$ cat src/rtl/inst_fetch_if.sv
// Fetch-to-decode bundle plus the instruction-memory read port.
// Latency: pure wires; timing is owned by the producer and the memory.
// Backpressure: none in the bundle itself; stall/branch control travels as scalar ports.
interface inst_fetch_if #(
  parameter int INST_MEM_WIDTH = 2
);
  logic [INST_MEM_WIDTH-1:0] imem_addr;
  logic [31:0]               imem_data;
  logic [31:0]               inst;
  logic [INST_MEM_WIDTH-1:0] pc;
  logic [INST_MEM_WIDTH-1:0] pc1;
  logic                      distinct;
  logic                      inst_enable;

  // Fetch stage drives the memory address and the decode-facing fields.
  modport master (
    output imem_addr,
    input  imem_data,
    output inst,
    output pc,
    output pc1,
    output distinct,
    output inst_enable
  );

  // Memory/decode side sees the mirror image.
  modport slave (
    input  imem_addr,
    output imem_data,
    input  inst,
    input  pc,
    input  pc1,
    input  distinct,
    input  inst_enable
  );
endinterface

$ cat src/rtl/inst_fetch.sv
// Instruction fetch: drives a sync-read imem, tracks the fetch PC, hands inst/pc/pc1 to decode.
// Latency: first instruction one cycle after start; branch target appears the next cycle (no bubbles).
// Backpressure: stall holds the presented instruction and re-reads its address; branch overrides stall.
module inst_fetch #(
  parameter int INST_MEM_WIDTH = 2
) (
  input  logic                      CLK,
  input  logic                      reset,
  input  logic                      start,
  input  logic                      halt,
  input  logic                      stall,
  input  logic                      branch_taken,
  input  logic [INST_MEM_WIDTH-1:0] branch_target,
  inst_fetch_if.master              fd,
  output logic [31:0]               fetch_count
);

  typedef enum logic {
    IDLE = 1'b0,
    RUN  = 1'b1
  } state_t;

  localparam logic [INST_MEM_WIDTH-1:0] ONE = INST_MEM_WIDTH'(1);

  state_t                    state, state_nx;
  logic [INST_MEM_WIDTH-1:0] pc_f, pc_f_nx;   // next address to fetch
  logic [INST_MEM_WIDTH-1:0] pc_d, pc_d_nx;   // address of the word now on imem_data
  logic                      valid_d, valid_nx;
  logic                      deliver;

  // Decode-facing fields come straight from the data-phase registers and the memory.
  assign fd.inst        = fd.imem_data;
  assign fd.pc          = pc_d;
  assign fd.pc1         = pc_d + ONE;
  assign fd.inst_enable = (state == RUN) && (!stall || branch_taken);
  assign fd.distinct    = valid_d && !branch_taken;

  // A real instruction is handed over only in RUN, when decode captures and it is not squashed.
  assign deliver = (state == RUN) && fd.inst_enable && fd.distinct;

  // Memory address: redirect first, otherwise re-read the held word on stall so imem_data stays put.
  always_comb begin
    fd.imem_addr = '0;
    if (state == RUN) begin
      if (branch_taken)
        fd.imem_addr = branch_target;
      else if (stall)
        fd.imem_addr = pc_d;
      else
        fd.imem_addr = pc_f;
    end
  end

  // Next-state and PC update; halt beats branch beats stall beats advance.
  always_comb begin
    state_nx = state;
    pc_f_nx  = pc_f;
    pc_d_nx  = pc_d;
    valid_nx = valid_d;
    case (state)
      IDLE: begin
        if (start) begin
          state_nx = RUN;
          pc_d_nx  = '0;
          pc_f_nx  = ONE;
          valid_nx = 1'b1;
        end
      end
      RUN: begin
        if (halt) begin
          state_nx = IDLE;
          pc_d_nx  = '0;
          pc_f_nx  = '0;
          valid_nx = 1'b0;
        end else if (branch_taken) begin
          pc_d_nx  = branch_target;
          pc_f_nx  = branch_target + ONE;
          valid_nx = 1'b1;
        end else if (!stall) begin
          pc_d_nx  = pc_f;
          pc_f_nx  = pc_f + ONE;
          valid_nx = 1'b1;
        end
      end
      default: state_nx = IDLE;
    endcase
  end

  // State registers with synchronous active-low clear.
  always_ff @(posedge CLK) begin
    if (!reset) begin
      state       <= IDLE;
      pc_f        <= '0;
      pc_d        <= '0;
      valid_d     <= 1'b0;
      fetch_count <= '0;
    end else begin
      state   <= state_nx;
      pc_f    <= pc_f_nx;
      pc_d    <= pc_d_nx;
      valid_d <= valid_nx;
      if (deliver)
        fetch_count <= fetch_count + 32'd1;
    end
  end

endmodule
$ cat src/flat_wrapper.sv
// flat-port wrapper written by rule: the top's interface ports become plain ports
module inst_fetch_flat 
#(
  parameter int INST_MEM_WIDTH = 2
)
  (CLK, reset, start, halt, stall, branch_taken, branch_target, fetch_count, fd_imem_addr, fd_imem_data, fd_inst, fd_pc, fd_pc1, fd_distinct, fd_inst_enable);
  inst_fetch_if #(.INST_MEM_WIDTH(INST_MEM_WIDTH)) fd_i ();
  input  logic CLK;
  input  logic reset;
  input  logic start;
  input  logic halt;
  input  logic stall;
  input  logic branch_taken;
  input  logic [INST_MEM_WIDTH-1:0] branch_target;
  output logic [31:0] fetch_count;
  output wire logic [$bits(fd_i.imem_addr)-1:0] fd_imem_addr;
  input wire logic [$bits(fd_i.imem_data)-1:0] fd_imem_data;
  output wire logic [$bits(fd_i.inst)-1:0] fd_inst;
  output wire logic [$bits(fd_i.pc)-1:0] fd_pc;
  output wire logic [$bits(fd_i.pc1)-1:0] fd_pc1;
  output wire logic [$bits(fd_i.distinct)-1:0] fd_distinct;
  output wire logic [$bits(fd_i.inst_enable)-1:0] fd_inst_enable;
  assign fd_imem_addr = fd_i.imem_addr;
  assign fd_i.imem_data = fd_imem_data;
  assign fd_inst = fd_i.inst;
  assign fd_pc = fd_i.pc;
  assign fd_pc1 = fd_i.pc1;
  assign fd_distinct = fd_i.distinct;
  assign fd_inst_enable = fd_i.inst_enable;
  inst_fetch #(.INST_MEM_WIDTH(INST_MEM_WIDTH)) u_core (.CLK(CLK), .reset(reset), .start(start), .halt(halt), .stall(stall), .branch_taken(branch_taken), .branch_target(branch_target), .fd(fd_i), .fetch_count(fetch_count));
endmodule
$ cat config.mk
export PLATFORM = sky130hd
export DESIGN_NAME = inst_fetch_flat
export DESIGN_NICKNAME = d
export VERILOG_FILES = /design/src/rtl/inst_fetch_if.sv /design/src/rtl/inst_fetch.sv /design/src/flat_wrapper.sv
export SDC_FILE = /design/constraint.sdc
export NUM_CORES = 1
export LEC_CHECK = 0
export CELL_PAD_IN_SITES_DETAIL_PLACEMENT = 1
export CELL_PAD_IN_SITES_GLOBAL_PLACEMENT = 2
export CORE_AREA = 3 3 102 104
export DETAILED_ROUTE_END_ITERATION = 12
export DIE_AREA = 0 0 105 107
export GPL_TIMING_DRIVEN = 0
export PLACE_DENSITY = 0.89
export SLEW_MARGIN = 20
export SYNTH_ARGS = -nofsm -noshare
export SYNTH_HDL_FRONTEND = slang
export SYNTH_SLANG_ARGS = --single-unit
$ cat constraint.sdc
create_clock -name CLK -period 5.8 [get_ports CLK]
set_clock_uncertainty 0.05 [all_clocks]
set_input_delay 1.45 -clock CLK [delete_from_list [all_inputs] [get_ports CLK]]
set_output_delay 1.45 -clock CLK [all_outputs]
set_load 0.02 [all_outputs]
After elaboration in Yosys (flattened, before gate mapping):

Cells that the tools add are included.
Widths: inputs -> output; s select.

* bits of input ports: 40
* register bits: 38
* output and inout port bits: 72

* $add $sub $neg: 4
* mux-type cells: 19
* reductions and logical operators: 8
* bitwise operators: 1
* equal/unequal tests: 2

Operators with widths (count)
* $add 32x1->32 const B: 1
* $mux 2: 9
* $pmux 2 s2: 2
* $add 2x1->2 const B: 3
* $mux 1: 6
* $logic_and 1x1->1: 4
* $ne 4x4->1 const B: 1
* $pmux 1 s2: 2
* $logic_not 1->1: 2
* $ne 2x2->1 const B: 1
* $reduce_and 2->1: 1
* $logic_or 1x1->1: 1
* $not 1->1: 1

Longest topological paths before layout:

Gate-level depths: netlist (run 1).

* word-level depth: 5
* depth in mapped cells: 7

Worst setup path after synthesis (run 1):

No wires, ideal clock.

* path type: input-to-output
* start: input branch_taken
* end: output fd_imem_addr[0]
* required time: 4300 ps
* slack: 2309 ps
* stages on the path: 3
* arrival time: 1991 ps
* cell sequence: buf_6 -> o21ai_0 -> and2_1

* cells in the longest elaborated chain, start to end: 2

RTL lines
* start, declared: RTL line flat_wrapper.sv:13 `input logic branch_taken;`
* $mux 2
* $mux 2: RTL line inst_fetch.sv:44 `if (state == RUN) begin`
* end, declared: RTL line flat_wrapper.sv:16 `output wire logic [$bits(fd_i.imem_addr)-1:0] fd_imem_addr;`

Every way passes these cells.

Worst setup path after layout (run 1):

* start: input stall
* end: output fd_imem_addr[0]

* cells in the longest elaborated chain, start to end: 3

RTL lines
* start, declared: RTL line flat_wrapper.sv:12 `input logic stall;`
* $mux 2 (2 in a row)
* $mux 2: RTL line inst_fetch.sv:44

Every way passes these cells.

==> impl_summary.txt, run 1 <==
----------------------------------------------------
[Status]
  Outcome ... finished, final reports clean

[Global routing]
  Antenna violations before repair ... 0
  Wire length of the first global-routing pass ... 11100 um
  Number of global-route vias before repair ... 2328
  Global-route congestion overflow total ... 0
  Tot GR Track Use ... 12.1%
  Largest net degree at the start of global routing ... 11

[Floorplanning]
  Die Area ... 0.0112 mm2
  Core area ... 0.00964 mm2
  Effective utilization at floorplan ... 22.5%
  I/O pin count ... 112
  Rows ... 36
  DIE WIDTH ... 105 um
  Vertical die dimension ... 107 um

[Clocking]
  Clk sink count ... 38
  CTS tree ... done
  Clock buffer count from CTS ... 5
  Clock-pin transition on the worst setup and hold timing paths ... 70 ps
  Clock Tree Buf Depth ... 2
  Latest clock arrival within the worst-skew pair ... 280 ps
  Number of buffers inserted by post-CTS setup repair ... 0
  Number of cells upsized or downsized after cts ... 0
  Number of levels the H-tree was split into ... 2
  Root buf cell ... sky130_fd_sc_hd__clkbuf_8
  Number of hold buffers added after cts ... 0

[Placement]
  Routability congestion estimate from global placement ... 0.779
  Detailed placer's ending HPWL ... 5280 um
  Port bufs ... 78
  Worst setup timing slack at the placement stage ... 1190 ps
  # placed instances ... 472

[Critical path]
  Arrival @ worst endpoint ... 3100 ps
  Worst reg-to-reg path cell count ... 7
  Worst EP required ... 4300 ps
  Element type at the critical path end ... output pin
  Classification of the worst setup path ... in -> out
  Worst Path Max Fanout ... 4
  Sort of element at the start of the critical path ... primary input

[STA]
  Tcrit/Tclk final ... 79.3%
  Min Clock Period, post-route ... 4600 ps
  Hold Violations, Final ... 0
  RSZ-0062 raised after global routing ... no
  Setup TNS Final ... 0 ps
  Fin. max-slew vios ... 0
  Measured slew at the worst slew-check pin ... 605 ps
  Relative slew slack ... 59.7%
  Total of endpoints with negative setup slack in the final report ... 0
  Worst Hold Slack ... 430 ps
  Timing-limited maximum frequency ... 217 MHz
  Worst path setup slack after routing ... 1200 ps

[Routing]
  Violation count after the first detailed-routing iteration ... 39
  # DRC ... 0
  Number of nets still failing antenna checks after routing ... 0
  Routed Wire Length ... 6840 um
  Via/cell ratio ... 4.57
  Total number of vias ... 2190
  Drt wl/cell ... 14.3 um
  Number of detailed-routing iterations run before antenna repair ... 4

[Logic synthesis]
  Post-Syn Area ... 0.00217 mm2
  Average cell area after synthesis ... 8.32 um2
  Distinct cells, synth ... 36
  Warnings, synthesis ... 0
  Synthesized Nets ... 302
  Sequential area share after synthesis ... 35.0%
  Number of synthesized register bits ... 38
  Number of cells produced by synthesis ... 261

[Finish]
  Fraction of layout instances using a drive strength above 1 ... 13.3%
  Count of non-filler cells in the finished layout ... 479
  Antenna diode count ... 0
  Final net count ... 387
  Total of fill cells in the finished design ... 1159
  Area added between synthesis and finish ... 47.1%

[Hold path]
  Hold crit path type ... reg -> reg
  Hold Path Stages ... 2

[Run]
  Max capacitance violation total ... 0

[Power and ir drop]
  Power density over cell area ... 165 mW/mm2
  PnR Total Power ... 526 uW
  Leakage ... 0.00113 uW
  Peak supply drop ... 0.0000701 V

----------------------------------------------------
## worst max-delay path, cell delays in order
cell and delay, ps:
sky130_fd_sc_hd__clkdlybuf4s50_1 580, sky130_fd_sc_hd__mux2i_1 100, sky130_fd_sc_hd__o21ai_0 200, sky130_fd_sc_hd__and2_1 160, sky130_fd_sc_hd__clkdlybuf4s50_1 610
## per-stage QoR
step	util (%)	cell area, um2
after detailed placement	32.4	3120
after CTS	33.2	3200
final	33.2	3200
after global placement	32.4	3120
after global routing	33.2	3200
after floorplan	-	2170
## kinds of logic after synthesis
kind of cell | Yosys count | share of synthesized area [%]
simple gates | 101 | 27.2
compound gates | 50 | 13.8
flops | 38 | 35.0
xor+xnor | 13 | 5.24
buf+inv | 53 | 15.9
mux | 5 | 2.30
fa+ha+maj | 1 | 0.576
## power by group
group / internal, uW / total, uW / leakage, uW / switching (uW)
logic: 47.2 / 88.1 / 0.000787 / 40.9
registers: 263 / 265 / 0.000307 / 2.00
clock network: 82.9 / 173 / 0.0000383 / 90.4
## state kept, by name, summed over array words and instances (netlist names)
name	count
u_core.fd.pc	2
u_core.pc_f	2
u_core.fetch_count	32
u_core.state	1
u_core.valid_d	1
## synth_stat cells
library cell | number | share of area (%)
sky130_fd_sc_hd__nand4_1 | 9 | 2.6
sky130_fd_sc_hd__nand4b_1 | 1 | 0.40
sky130_fd_sc_hd__o31ai_1 | 15 | 5.2
sky130_fd_sc_hd__nand2b_1 | 5 | 1.4
sky130_fd_sc_hd__and2_1 | 6 | 1.7
sky130_fd_sc_hd__nand4_2 | 1 | 0.58
sky130_fd_sc_hd__or3_1 | 4 | 1.2
sky130_fd_sc_hd__buf_4 | 34 | 12
sky130_fd_sc_hd__nand2_1 | 20 | 3.5
sky130_fd_sc_hd__clkbuf_1 | 9 | 1.6
sky130_fd_sc_hd__nand4_4 | 1 | 0.98
sky130_fd_sc_hd__nor2b_1 | 1 | 0.29
sky130_fd_sc_hd__ha_1 | 1 | 0.58
sky130_fd_sc_hd__buf_2 | 3 | 0.69
sky130_fd_sc_hd__a21o_1 | 1 | 0.35
sky130_fd_sc_hd__xnor2_1 | 2 | 0.81
sky130_fd_sc_hd__nor3b_1 | 2 | 0.69
sky130_fd_sc_hd__and3_1 | 5 | 1.4
sky130_fd_sc_hd__o21ai_0 | 7 | 1.6
sky130_fd_sc_hd__and4bb_1 | 1 | 0.58
sky130_fd_sc_hd__nand3_1 | 9 | 2.1
sky130_fd_sc_hd__dfxtp_1 | 38 | 35
sky130_fd_sc_hd__o22ai_1 | 1 | 0.29
sky130_fd_sc_hd__nor4_1 | 2 | 0.58
sky130_fd_sc_hd__or4_1 | 15 | 5.2
sky130_fd_sc_hd__inv_1 | 4 | 0.69
sky130_fd_sc_hd__buf_6 | 2 | 1.0
sky130_fd_sc_hd__a21oi_1 | 24 | 5.5
sky130_fd_sc_hd__xor2_1 | 11 | 4.4
sky130_fd_sc_hd__nor3_1 | 1 | 0.23
sky130_fd_sc_hd__and4_1 | 3 | 1.2
sky130_fd_sc_hd__mux2i_1 | 5 | 2.3
sky130_fd_sc_hd__a221oi_1 | 1 | 0.40
sky130_fd_sc_hd__clkinv_1 | 1 | 0.17
sky130_fd_sc_hd__nor2_1 | 15 | 2.6
sky130_fd_sc_hd__o2111ai_1 | 1 | 0.40
## final cells by class
| type | count | area [um2] | share of cell area [%] |
|---|---|---|---|
| buffer | 48 | 327 | 10.2 |
| clock buffer | 7 | 76.3 | 2.39 |
| inverter | 5 | 18.8 | 0.587 |
| multi-input combinational | 170 | 1070 | 33.4 |
| sequential | 38 | 761 | 23.8 |
| tap | 133 | 166 | 5.21 |
| timing repair buffer | 78 | 781 | 24.4 |
## metal layers
| layer | global-route usage [%] | up-vias | routed length, um |
|---|---|---|---|
| li1 | - | 1075 | - |
| met1 | 14.1 | 1039 | 3090 |
| met2 | 21.6 | 69 | 3320 |
| met3 | 3.25 | 7 | 371 |
| met4 | 3.75 | 0 | 63 |
| met5 | 0 | - | 0 |
## final timing paths
| kind | end | startpoint | slack, ps |
|---|---|---|---|
| max reg2reg | u_core.fetch_count[26]$_SDFFE_PN0P_ | u_core.fetch_count[0]$_SDFFE_PN0P_ | 3640 |
| min | u_core.fetch_count[31]$_SDFFE_PN0P_ | u_core.fetch_count[31]$_SDFFE_PN0P_ | 430 |
| max | fd_imem_addr[0] | stall | 1200 |
| min reg2reg | u_core.fetch_count[31]$_SDFFE_PN0P_ | u_core.fetch_count[31]$_SDFFE_PN0P_ | 430 |
## layout by cell type (no fill, tap or decap)
master / synthesis / layout
sky130_fd_sc_hd__a21o_1: 1 / 1
sky130_fd_sc_hd__nand4_1: 9 / 9
sky130_fd_sc_hd__mux2i_1: 5 / 5
sky130_fd_sc_hd__nand2b_1: 5 / 5
sky130_fd_sc_hd__ha_1: 1 / 1
sky130_fd_sc_hd__o2111ai_1: 1 / 1
sky130_fd_sc_hd__clkbuf_1: 9 / 11
sky130_fd_sc_hd__inv_1: 4 / 4
sky130_fd_sc_hd__a221oi_1: 1 / 1
sky130_fd_sc_hd__o31ai_1: 15 / 15
sky130_fd_sc_hd__buf_4: 34 / 34
sky130_fd_sc_hd__nor3_1: 1 / 1
sky130_fd_sc_hd__o22ai_1: 1 / 1
sky130_fd_sc_hd__nor3b_1: 2 / 2
sky130_fd_sc_hd__nor4_1: 2 / 2
sky130_fd_sc_hd__dfxtp_1: 38 / 38
sky130_fd_sc_hd__clkbuf_8: 0 / 5
sky130_fd_sc_hd__and4bb_1: 1 / 1
sky130_fd_sc_hd__nand3_1: 9 / 9
sky130_fd_sc_hd__or3_1: 4 / 4
sky130_fd_sc_hd__and3_1: 5 / 5
sky130_fd_sc_hd__and4_1: 3 / 3
sky130_fd_sc_hd__xnor2_1: 2 / 2
sky130_fd_sc_hd__or4_1: 15 / 15
sky130_fd_sc_hd__o21ai_0: 7 / 7
sky130_fd_sc_hd__and2_1: 6 / 6
sky130_fd_sc_hd__nor2b_1: 1 / 1
sky130_fd_sc_hd__a21oi_1: 24 / 24
sky130_fd_sc_hd__buf_6: 2 / 2
sky130_fd_sc_hd__clkinv_1: 1 / 1
sky130_fd_sc_hd__nand4_2: 1 / 1
sky130_fd_sc_hd__nand2_1: 20 / 20
sky130_fd_sc_hd__nor2_1: 15 / 15
sky130_fd_sc_hd__xor2_1: 11 / 11
sky130_fd_sc_hd__buf_2: 3 / 3
sky130_fd_sc_hd__clkdlybuf4s50_1: 0 / 78
sky130_fd_sc_hd__nand4_4: 1 / 1
sky130_fd_sc_hd__nand4b_1: 1 / 1
No activity file was read; power rests on OpenSTA's default activity.
==> run 2, diff against run 1 <==
CORE_AREA = 3 3 111 113   (was 3 3 102 104)
DIE_AREA = 0 0 114 116   (was 0 0 105 107)
PLACE_DENSITY = 0.8   (was 0.89)
clock period = 4.05 ns   (was 5.8 ns; I/O delays follow)
==> run 2 against run 1 <==
  * Core utilization fell by 4.4 points
  * Critical path type unchanged
  * Sequential cell count unchanged
  * First-iteration DRC count shrank 38%
  * Count of clock-buffer cells in the layout is the same
  * Sequential share of layout area is 0.61 points lower
  * Worst setup slack got worse by 930 ps
  * Die area increased by 18%
  * Clock power is 130% higher
  * Cell count increased by 2.3%
  * Final area rose by 2.6%
  * Largest cell class unchanged
  * Non-clock buffer count unchanged
  * Via count is 2.0% higher
  * Largest power group is now the clock network
==> impl_summary.txt, run 2 (synthesized netlist as in run 1, its figures left out) <==
----------------------------------------------------
[Power and ir drop]
  Combinational group share of total power ... 14.1% (-2.6 points)
  Sequential fraction of design power ... 42.3% (-8.1 points)
  PnR Total Power ... 899 uW (+71%)
  Sw Ratio ... 23.3% (-2.0 points)
  Switching component of the power ... 210 uW (+57%)
  Power density over cell area ... 274 mW/mm2 (+66%)
  Internal power consumption ... 689 uW (+75%)
  Peak supply drop ... 0.000158 V (+130%)
  Fraction of power consumed by the clock network ... 43.6% (+11 points)
  Leakage ... 0.00117 uW (+3.1%)

[STA]
  Measured slew at the worst slew-check pin ... 561 ps (-43.8 ps)
  Fin. max-slew vios ... 0 (unchanged)
  Relative slew slack ... 62.6% (+2.9 points)
  Total of endpoints with negative setup slack in the final report ... 0 (unchanged)
  Hold Violations, Final ... 0 (unchanged)
  Worst path setup slack after routing ... 269 ps (-929 ps)
  Tcrit/Tclk final ... 93.4%
  Timing-limited maximum frequency ... 264 MHz
  Setup TNS Final ... 0 ps (unchanged)
  Min Clock Period, post-route ... 3780 ps
  RSZ-0062 raised after global routing ... no

[Global routing]
  Global-route congestion overflow total ... 0 (unchanged)
  Tot GR Track Use ... 10.6% (-1.5 points)
  Antenna violations before repair ... 0 (unchanged)
  Largest net degree at the start of global routing ... 12 (+1)
  Number of global-route vias before repair ... 2341 (+0.56%)
  Wire length of the first global-routing pass ... 11400 um (+1.9%)

[Placement]
  # placed instances ... 482 (+2.1%)
  Detailed placer's ending HPWL ... 5480 um (+3.8%)
  Port bufs ... 78 (unchanged)
  Worst setup timing slack at the placement stage ... 255 ps (-933 ps)
  Routability congestion estimate from global placement ... 0.786 (+0.87%)

[Finish]
  Register containing the most flip-flops in the final layout ... u_core.fetch_count
  Total of fill cells in the finished design ... 1378 (+19%)
  Multi-input combinational cell area ... 0.00107 mm2 (unchanged)
  Most common cell after layout, fill and taps aside ... sky130_fd_sc_hd__clkdlybuf4s50_1
  Sequential cell area ... 761 um2 (unchanged)
  Antenna diode count ... 0 (unchanged)
  Flip-flop count of the largest register after layout ... 32 (unchanged)
  Count of non-filler cells in the finished layout ... 490 (+2.3%)
  Fraction of layout instances using a drive strength above 1 ... 13.8% (+0.54 points)
  Commonest cells after routing, fill and taps aside ... sky130_fd_sc_hd__clkdlybuf4s50_1 (78), sky130_fd_sc_hd__dfxtp_1 (38), sky130_fd_sc_hd__buf_4 (34), sky130_fd_sc_hd__a21oi_1 (24), sky130_fd_sc_hd__nand2_1 (20)
  Area added between synthesis and finish ... 51.0%
  Final net count ... 387 (unchanged)

[Critical path]
  Classification of the worst setup path ... in -> out
  Sort of element at the start of the critical path ... primary input
  Critical path's top delay family ... buffers and inverters
  Max stage delay on crit path ... 620 ps (about the same)
  Element type at the critical path end ... output pin
  Buffer and inverter count on the worst path ... 2 (unchanged)
  Arrival @ worst endpoint ... 2720 ps (-380 ps)
  Worst Path Max Fanout ... 4 (unchanged)
  Worst EP required ... 2990 ps (-1310 ps)
  Standard cell with the maximum stage delay on the critical path ... sky130_fd_sc_hd__clkdlybuf4s50_1
  Crit-path cells ... clkdlybuf4s50_1 -> mux2i_1 -> o21ai_0 -> and2_1 -> clkdlybuf4s50_1
  CP most frequent cell ... sky130_fd_sc_hd__clkdlybuf4s50_1

[Clocking]
  Root buf cell ... sky130_fd_sc_hd__clkbuf_16
  Number of cells upsized or downsized after cts ... 0 (unchanged)
  CTS tree ... done
  Clk sink count ... 38 (unchanged)
  Clock Tree Buf Depth ... 2 (unchanged)
  Number of buffers inserted by post-CTS setup repair ... 0 (unchanged)
  Number of hold buffers added after cts ... 0 (unchanged)
  Number of levels the H-tree was split into ... 2 (unchanged)
  Clock buffer count from CTS ... 5 (unchanged)
  Latest clock arrival within the worst-skew pair ... 280 ps (about the same)
  Clock-pin transition on the worst setup and hold timing paths ... 50 ps (-20 ps)

[Routing]
  Violation count after the first detailed-routing iteration ... 24 (-38%)
  Via/cell ratio ... 4.56 (-0.33%)
  Drt wl/cell ... 14.4 um (+0.81%)
  Routed Wire Length ... 7060 um (+3.1%)
  Total number of vias ... 2233 (+2.0%)
  Number of detailed-routing iterations run before antenna repair ... 4 (unchanged)
  Number of nets still failing antenna checks after routing ... 0 (unchanged)
  # DRC ... 0 (unchanged)

[Floorplanning]
  Die Area ... 0.0132 mm2 (+18%)
  DIE WIDTH ... 114 um (+8.6%)
  Effective utilization at floorplan ... 19.0% (-3.5 points)
  Core area ... 0.0114 mm2 (+18%)
  I/O pin count ... 112 (unchanged)
  Vertical die dimension ... 116 um (+8.4%)
  Rows ... 39 (+8.3%)

[Run]
  Max capacitance violation total ... 0 (unchanged)

[Hold path]
  Hold crit path type ... reg -> reg

[Status]
  Outcome ... finished, final reports clean

----------------------------------------------------
[run 2: final timing paths]
kind / depth (start not counted) / start / slack [ps] / endpoint
setup / recovery: 5 / stall / 270 / fd_imem_addr[0]
hold / removal: 2 / u_core.fetch_count[31]$_SDFFE_PN0P_ / 430 / u_core.fetch_count[31]$_SDFFE_PN0P_
setup reg to reg: 7 / u_core.fetch_count[0]$_SDFFE_PN0P_ / 1900 / u_core.fetch_count[26]$_SDFFE_PN0P_
hold reg to reg: 2 / u_core.fetch_count[31]$_SDFFE_PN0P_ / 430 / u_core.fetch_count[31]$_SDFFE_PN0P_
[run 2: power by group through the flow]
stage               Combinational [uW]  Sequential (uW)  Clock [uW]
global placement                   127              388           0
CTS                                128              380         403
detailed placement                 128              389           0
global route                       135              381         421
floorplan                         72.6              388           0
finish                             126              380         392
[run 2: metal layers]
layer	track usage, %	part of all wire (%)	wire length, um	vias up
li1	-	-	-	1076
met1	12.5	44	3070	1079
met2	19.6	50	3520	73
met3	1.93	5.6	395	5
met4	2.93	0.95	67	0
met5	0	0	0	-
[run 2: final cells by class]
| class | instances | share of cell area [%] |
|---|---|---|
| sequential | 38 | 23.2 |
| buffer | 48 | 9.96 |
| multi-input combinational | 170 | 32.5 |
| tap | 143 | 5.46 |
| clock buffer | 7 | 4.35 |
| timing repair buffer | 78 | 23.8 |
| clock inverter | 1 | 0.153 |
| inverter | 5 | 0.572 |
[run 2: worst min-delay path: stages, from the launching register on]
cell	delay, ps
sky130_fd_sc_hd__dfxtp_1	310
sky130_fd_sc_hd__nand2_1	60
sky130_fd_sc_hd__mux2i_1	60
[run 2: per-stage QoR]
step                      cell area (um2)  utilization (%)  hold WS (ps)
after floorplan                      2170                -           406
after global placement               3130             27.4           405
after detailed placement             3130             27.4           432
after CTS                            3280             28.7           439
after global routing                 3280             28.7           476
final                                3280             28.7           433
